File: src/rtl/uart_arbiter.sv
// uart_arbiter: owns the uart register bus, shares the transmitter between
// N_REQ requesters (round-robin) and drains received words to one consumer.
// Optional build macro: UART_ARB_TIMEOUT_EN enables the busy-poll timeout
// abort path (ABORT state, poll counter, err output).
//
// state  | meaning
// RD_ST  | status read issued (addr 2)
// WT_ST  | wait for registered read data
// EVAL   | decide from sampled status
// RX_RD  | RX word read issued (addr 0)
// RX_WT  | wait for RX read data
// RX_CAP | capture RX word, pulse rx_valid
// RX_CLR | clear status (write 0 to addr 2)
// TX_LD  | write granted word to TX register (addr 1)
// TX_GO  | write start bit to status (addr 2)
// ABORT  | timeout: clear status, pulse done/err (optional build)
module uart_arbiter #(
    parameter int N_REQ   = 4,
    parameter int DW      = 16,
    parameter int TIMEOUT = 64
) (
    input  logic                clk,
    input  logic                reset,
    input  logic [N_REQ-1:0]    req,
    input  logic [N_REQ*DW-1:0] req_data,
    output logic [N_REQ-1:0]    grant,
    output logic                done,
    output logic                err,
    output logic [DW-1:0]       rx_data,
    output logic                rx_valid,
    output logic [1:0]          u_addr,
    output logic                u_r,
    output logic                u_w,
    output logic [DW-1:0]       u_wdata,
    input  logic [DW-1:0]       u_rdata
);

    localparam int IW = (N_REQ > 1) ? $clog2(N_REQ) : 1;

    typedef enum logic [3:0] {
        RD_ST, WT_ST, EVAL, RX_RD, RX_WT, RX_CAP, RX_CLR, TX_LD, TX_GO
`ifdef UART_ARB_TIMEOUT_EN
        , ABORT
`endif
    } state_t;

    state_t             r_state;
    logic [N_REQ-1:0]   r_grant;
    logic               r_done;
    logic [DW-1:0]      r_rx_data;
    logic               r_rx_valid;
    logic               r_inflight;
    logic [IW-1:0]      r_rr_last;
    logic [IW-1:0]      r_sel;

`ifdef UART_ARB_TIMEOUT_EN
    localparam int PCW = $clog2(TIMEOUT + 1);
    logic [PCW-1:0]     r_poll_cnt;
    logic               r_err;
`endif

    logic               w_pick_found;
    logic [IW-1:0]      w_pick_idx;
    logic [IW-1:0]      w_cand;
    logic [DW-1:0]      w_sel_data;

    assign w_sel_data = req_data[r_sel*DW +: DW];

    // Round-robin search starting just after the last served requester
    always_comb begin
        w_pick_found = 1'b0;
        w_pick_idx   = '0;
        w_cand       = '0;
        for (int k = 1; k <= N_REQ; k++) begin
            w_cand = IW'((int'(r_rr_last) + k) % N_REQ);
            if (!w_pick_found && req[w_cand]) begin
                w_pick_found = 1'b1;
                w_pick_idx   = w_cand;
            end
        end
    end

    // Moore decode of the uart bus from the state register
    always_comb begin
        u_r     = 1'b0;
        u_w     = 1'b0;
        u_addr  = 2'd0;
        u_wdata = '0;
        case (r_state)
            RD_ST: begin
                u_addr = 2'd2;
                u_r    = 1'b1;
            end
            RX_RD: begin
                u_addr = 2'd0;
                u_r    = 1'b1;
            end
            RX_CLR: begin
                u_addr = 2'd2;
                u_w    = 1'b1;
            end
            TX_LD: begin
                u_addr  = 2'd1;
                u_w     = 1'b1;
                u_wdata = w_sel_data;
            end
            TX_GO: begin
                u_addr  = 2'd2;
                u_w     = 1'b1;
                u_wdata = DW'(1);
            end
`ifdef UART_ARB_TIMEOUT_EN
            ABORT: begin
                u_addr = 2'd2;
                u_w    = 1'b1;
            end
`endif
            default: ;
        endcase
    end

    // Sequencer: poll status, service RX when idle, arbitrate and run TX sends
    always_ff @(posedge clk or posedge reset) begin
        if (reset) begin
            r_state    <= RD_ST;
            r_grant    <= '0;
            r_done     <= 1'b0;
            r_rx_data  <= '0;
            r_rx_valid <= 1'b0;
            r_inflight <= 1'b0;
            r_rr_last  <= IW'(N_REQ - 1);
            r_sel      <= '0;
`ifdef UART_ARB_TIMEOUT_EN
            r_poll_cnt <= '0;
            r_err      <= 1'b0;
`endif
        end else begin
            r_done     <= 1'b0;
            r_rx_valid <= 1'b0;
`ifdef UART_ARB_TIMEOUT_EN
            r_err      <= 1'b0;
`endif
            case (r_state)
                RD_ST: r_state <= WT_ST;
                WT_ST: r_state <= EVAL;
                EVAL: begin
                    if (r_inflight) begin
                        if (u_rdata[0]) begin
`ifdef UART_ARB_TIMEOUT_EN
                            if (r_poll_cnt == PCW'(TIMEOUT - 1)) begin
                                r_state <= ABORT;
                            end else begin
                                r_poll_cnt <= r_poll_cnt + 1'b1;
                                r_state    <= RD_ST;
                            end
`else
                            r_state <= RD_ST;
`endif
                        end else begin
                            r_done     <= 1'b1;
                            r_grant    <= '0;
                            r_inflight <= 1'b0;
                            r_rr_last  <= r_sel;
                            r_state    <= RD_ST;
                        end
                    end else if (u_rdata[1]) begin
                        r_state <= RX_RD;
                    end else if (w_pick_found) begin
                        r_grant <= {{(N_REQ-1){1'b0}}, 1'b1} << w_pick_idx;
                        r_sel   <= w_pick_idx;
                        r_state <= TX_LD;
                    end else begin
                        r_state <= RD_ST;
                    end
                end
                RX_RD: r_state <= RX_WT;
                RX_WT: r_state <= RX_CAP;
                RX_CAP: begin
                    r_rx_data  <= u_rdata;
                    r_rx_valid <= 1'b1;
                    r_state    <= RX_CLR;
                end
                RX_CLR: r_state <= RD_ST;
                TX_LD:  r_state <= TX_GO;
                TX_GO: begin
                    r_inflight <= 1'b1;
`ifdef UART_ARB_TIMEOUT_EN
                    r_poll_cnt <= '0;
`endif
                    r_state    <= RD_ST;
                end
`ifdef UART_ARB_TIMEOUT_EN
                ABORT: begin
                    r_done     <= 1'b1;
                    r_err      <= 1'b1;
                    r_grant    <= '0;
                    r_inflight <= 1'b0;
                    r_rr_last  <= r_sel;
                    r_state    <= RD_ST;
                end
`endif
                default: r_state <= RD_ST;
            endcase
        end
    end

    assign grant    = r_grant;
    assign done     = r_done;
    assign rx_data  = r_rx_data;
    assign rx_valid = r_rx_valid;
`ifdef UART_ARB_TIMEOUT_EN
    assign err      = r_err;
`else
    assign err      = 1'b0;
`endif

endmodule

File: config.mk
export PLATFORM = sky130hd
export DESIGN_NAME = uart_arbiter
export DESIGN_NICKNAME = d
export VERILOG_FILES = /design/src/rtl/uart_arbiter.sv
export SDC_FILE = /design/constraint.sdc
export NUM_CORES = 1
export LEC_CHECK = 0
export CORE_AREA = 2 2 76 78
export CTS_BUF_LIST = sky130_fd_sc_hd__clkbuf_8 sky130_fd_sc_hd__clkbuf_16
export DETAILED_ROUTE_END_ITERATION = 8
export DIE_AREA = 0 0 78 80
export PLACE_DENSITY = 0.75
export SYNTH_ARGS = -nofsm -noshare
export SYNTH_HDL_FRONTEND = slang
export SYNTH_SLANG_ARGS = --single-unit
File: constraint.sdc
create_clock -name clk -period 2.9 [get_ports clk]
set_clock_uncertainty 0.1 [all_clocks]
set_input_delay 0.58 -clock clk [delete_from_list [all_inputs] [get_ports clk]]
set_output_delay 0.58 -clock clk [all_outputs]
set_load 0.005 [all_outputs]
## Word level (Yosys, flattened, before mapping)

Index checks and enable logic that the tools add are counted.

| operators by class | value |
|---|---|
| add/sub/neg operators | 4 |
| $lt $le $gt $ge | 4 |
| equality and inequality tests | 10 |
| shift-type cells | 2 |
| mux-type cells | 35 |
| bitwise gates (word level) | 3 |
| reductions and logical operators | 15 |

Operators by type and width:

| kind | count |
|---|---|
| indexed part select 64 x 7 -> 16 bit | 1 |
| case mux 16 bit (2 select lines) | 1 |
| case mux 4 bit (7 select lines) | 1 |
| == test 4 x 3 -> 1 bit (second input constant) | 4 |
| two-way mux 1 bit | 16 |
| two-way mux 4 bit | 4 |
| < comparator 2 x 3 -> 1 bit (second input constant) | 4 |
| two-way mux 3 bit | 3 |
| binary-select mux 1 bit (select 2 bit) | 4 |
| == test 4 x 2 -> 1 bit (second input constant) | 2 |
| two-way mux 2 bit | 4 |
| AND reduction 4 bit | 2 |
| OR reduction 3 bit | 2 |
| adder 2 x 1 -> 2 bit (second input constant) | 2 |
| adder 2 bit (second input constant) | 2 |
| == test 4 x 1 -> 1 bit (second input constant) | 1 |
| == test 4 bit (second input constant) | 1 |
| zero test 4 bit | 1 |
| case mux 2 bit (2 select lines) | 1 |
| nonzero test 2 bit | 2 |
| << shifter 1 x 2 -> 4 bit (first input constant) | 1 |
| logical AND 1 bit | 3 |
| zero test 1 bit | 3 |
| NOT 1 bit | 3 |
| 5 further kinds | 5 |

| storage, ports and cells | value |
|---|---|
| register bits | 31 |
| bits of input ports | 86 |
| output and inout port bits | 43 |
| logic and storage cells | 81 |

## Longest topological paths before layout

| logic depth | value |
|---|---|
| depth after elaboration | 17 |
| mapped depth | 6 |
| gate-level depth less buffers | 4 |

## Least setup slack after synthesis

Ideal clock, no wire load.

| path | value |
|---|---|
| kind | reg2out |
| start | reg r_sel[0] |
| end | out u_wdata[10] |
| data arrival time | 1.533 ns |
| required time | 2.220 ns |
| setup slack | 0.687 ns |
| cell stages (with the launch flop) | 5 |
| path buffers | 2 |
| path through | dfrtp_1 buf_2 buf_2 mux4_2 and2_1 |

| on the way | value |
|---|---|
| word-level cells in the longest chain between the ends | 2 |

RTL lines:

| item | line | source |
|---|---|---|
| start, declared | 54 | `logic [IW-1:0] r_sel;` |
| start signal, assigned | 170 | `r_sel <= w_pick_idx;` |
| indexed part select 64 x 7 -> 16 bit | 67 | `assign w_sel_data = req_data[r_sel*DW +: DW];` |
| case mux 16 bit (2 select lines) | 89 | `case (r_state)` |
| end, declared | 34 | `output logic [DW-1:0] u_wdata,` |

No other way between the ends.

## Final worst setup path

| path | value |
|---|---|
| start | in req_data[24] |
| end | out u_wdata[8] |

| on the way | value |
|---|---|
| word-level cells in the longest chain between the ends | 2 |

RTL lines:

| item | line | source |
|---|---|---|
| start, declared | 25 | `input logic [N_REQ*DW-1:0] req_data,` |
| indexed part select 64 x 7 -> 16 bit | 67 |  |
| case mux 16 bit (2 select lines) | 89 |  |

No other way between the ends.

==> flow_summary_export.csv <==
group,metric,value,unit
worst_setup_path,cp_max_fo,1,
run,cap_violations,0,
logic_synthesis,synthXorXnorAreaFrac,0,
sta,hold_violations,0,
detailed_routing,routedWlPerCell,15.07,um
clock_tree,cts_made_buffers,5,
final_layout,stdcell_area,3308,um2
clock_tree,clkTransAtPathRegs,60,ps
worst_setup_path,reg2reg_to,"grant[2]",
worst_setup_path,critPathMaxStageDelay,460,ps
worst_setup_path,r2r_setup_slack,750,ps
grt,grt_usage,0.1748,
sta,finalSetupViolCount,0,
logic_synthesis,synth_edf_count,0,
floorplan,rows,27,
worst_setup_path,reg2regPathDepth,5,
logic_synthesis,synth_top_family_by_area,"multiplexers",
floorplan,die_w,78,um
sta,finalCritPeriodShare,0.9435,
worst_hold_path,hold_path_end,"grant[3]",
logic_synthesis,synth-simple-area-share,0.1494,
logic_synthesis,ys_warn_count,0,
sta,min_period,2736,ps
final_layout,antennaDiodeCount,0,
final_layout,drive_above_1_share,0.2122,
worst_setup_path,crit_arrival,2060,ps
worst_setup_path,crit_buf_inv,2,
logic_synthesis,async_flop_share,1.000,
detailed_routing,wl,5.274,mm
worst_setup_path,reg2reg_from,"r_state[3]",
grt,grt_pass1_vias,1758,
outcome,status,"completed",
grt,grt_max_degree,32,
logic_synthesis,yosysTopAreaCellShare,0.3903,
logic_synthesis,synthCells,148,
logic_synthesis,avgSynthCellArea,12.56,um2
floorplan,core_area,5405,um2
place,postPlaceCellArea,3221,um2
sta,final.setup.tns,0,ps
logic_synthesis,synth_area_leaders,"dfrtp_1 (39%), mux4_2 (19%), mux2_2 (12%)",
sta,rsz0062_at_grt,"false",
clock_tree,cts-root-buf,"clkbuf_8",
logic_synthesis,seq_area_frac_synth,0.4186,
worst_setup_path,cp-start-kind,"input pin",
floorplan,die_area,6240,um2
clock_tree,clock-sinks,31,
worst_setup_path,crit_top_cell,"clkdlybuf4s50_1",
clock_tree,cts_buffer_depth,2,
logic_synthesis,synth_nets,234,
detailed_routing,ant_nets,0,
detailed_routing,first_pass_iters,4,
grt,grt_pass1_wl,8.480,mm
worst_setup_path,critPathCaptureType,"output port",
clock_tree,cts_setup_buffers,0,
logic_synthesis,yosysMostFrequentCell,"dfrtp_1",
detailed_routing,vias,1712,
detailed_routing,drc_errors,0,
detailed_routing,via_per_inst,4.891,
worst_setup_path,cp_slowest_cell,"mux4_2",
grt,antenna_found_initial,0,
logic_synthesis,ys_ff_latch,31,
floorplan,io_pins,129,
worst_hold_path,min_from,"grant[3]",
clock_tree,cts_tree,"yes",
logic_synthesis,synthFlopType,"dfrtp_1",
logic_synthesis,yosys.area_share.adder,0,
worst_setup_path,worstSetupPathDepth,4,
logic_synthesis,netlist_area,1859,um2
logic_synthesis,synth_mux_area_frac,0.3089,
floorplan,die_y,80,um
clock_tree,cts_resized,0,
sta,finalMaxSlewViolations,0,
worst_setup_path,crit_chain,"clkdlybuf4s50_1 > mux4_2 > and2_1 > clkdlybuf4s50_1",
logic_synthesis,synth_commonest_cells,"dfrtp_1 (29), mux2_2 (19), mux4_2 (16)",
detailed_routing,drt-initial-drc-count,55,
place,post-dp-hpwl,4.080,mm
worst_setup_path,critPathKind,"in2out",
worst_hold_path,whs_path_depth,2,
logic_synthesis,yosys.area.top_type,"dfrtp_1",
grt,grt-ovfl-total,0,
logic_synthesis,synth-compound-area-share,0.07604,
final_layout,fin_nets,364,
final_layout,syn_to_final_growth,77.93,%
power_and_ir_drop,vdd_drop_max,0.5595,mV
final_layout,fin_util,0.6120,
clock_tree,htree_num_levels,2,
place,gp_congestion,0.8089,
floorplan,start_util,0.3440,
place,io_buffers,127,
clock_tree,clk_latency,280,ps
worst_hold_path,hold_class,"reg2reg",
worst_setup_path,required,2220,ps
worst_setup_path,crit_family,"buffers and inverters",
power_and_ir_drop,p_leak,1.305,nW
sta,fmax,365.5,MHz
logic_synthesis,synth_cell_types,34,
clock_tree,ctsHoldBuffers,0,
power_and_ir_drop,powerDensity,736.6,nW/um2
## registers in the layout (all words and copies together) (netlist names)
register / flops
r_rr_last: 2
r_inflight: 1
rx_data: 16
grant: 4
rx_valid: 1
r_state: 4
done: 1
r_sel: 2
## how the worst max path moves through the flow
stage | to | startpoint | slack [ps]
after floorplan | u_wdata[10] | r_sel[0] | 690
after global placement | u_wdata[6] | req_data[54] | 150
after detailed placement | u_wdata[6] | req_data[54] | 150
after CTS | u_wdata[0] | req_data[32] | 150
after global routing | u_wdata[0] | r_state[1] | 110
final | u_wdata[8] | req_data[24] | 160
## worst min-delay path: cells and delay by family, from the launching register on
| kind | cells | cell delay (ps) |
|---|---|---|
| AO/OA/AOI/OAI | 1 | 70 |
| flip-flops | 1 | 340 |
| AND/OR/NAND/NOR | 1 | 60 |
## placed cells by master (no fill, tap or decap), drive strengths merged
master | netlist | routed
a32o | 2 | 2
nand3 | 2 | 2
clkinv | 0 | 1
nor4 | 1 | 1
nand3b | 1 | 1
nand2b | 2 | 2
buf | 7 | 7
clkdlybuf4s50 | 0 | 127
a211o | 1 | 1
conb | 1 | 1
o31ai | 1 | 1
or4b | 1 | 1
clkbuf | 4 | 6
o311a | 2 | 2
a211oi | 1 | 1
and2b | 1 | 1
nor3b | 1 | 1
o41ai | 1 | 1
mux4 | 16 | 16
nor2b | 4 | 4
or3b | 2 | 2
o2bb2ai | 1 | 1
mux2 | 19 | 19
a21oi | 5 | 5
dfstp | 2 | 2
nor2 | 6 | 6
and2 | 15 | 15
dfrtp | 29 | 29
o21ai | 6 | 6
nand2 | 5 | 5
or2 | 3 | 3
or4 | 1 | 1
inv | 5 | 5
## stage by stage
step,total power (W),worst slack [ps],hold slack [ps],std cells
3_3_place_gp,0.002102,151.5,386.5,343
5_1_grt,0.002614,111.4,415.3,350
4_1_cts,0.002479,151.9,404.9,350
2_1_floorplan,0.001464,686.7,391.8,148
6_report,0.002437,163.8,402.3,350
3_5_place_dp,0.002126,152.3,391.5,343
## power by group
part,switching [W],internal (W),total [W]
Clock,0.000153,0.000186,0.000339
Combinational,0.000437,0.000894,0.00133
Sequential,0.000135,0.000632,0.000767
Total,0.000725,0.00171,0.00244
## cell families after synthesis
logic type      count (synthesis)
simple gates                   45
mux                            35
flops                          31
compound gates                 20
buf+inv                        16
other cells                     1
## per-layer routing
metal / routed length [um] / GRT usage / vias up
met5: 0 / 0 / -
met1: 2053 / 0.2001 / 815
met4: 167 / 0.08596 / 0
met2: 2578 / 0.2957 / 78
li1: - / - / 803
met3: 474 / 0.05543 / 16
## area by class of cell
cell class | instances | area (um2)
fill | 452 | 2097
timing repair buffer | 134 | 1336
multi-input combinational | 101 | 997.2
sequential | 31 | 778.2
tap | 72 | 90.09
clock buffer | 6 | 82.58
inverter | 5 | 18.77
clock inverter | 1 | 5.005
(Power assumes the default switching activity.)
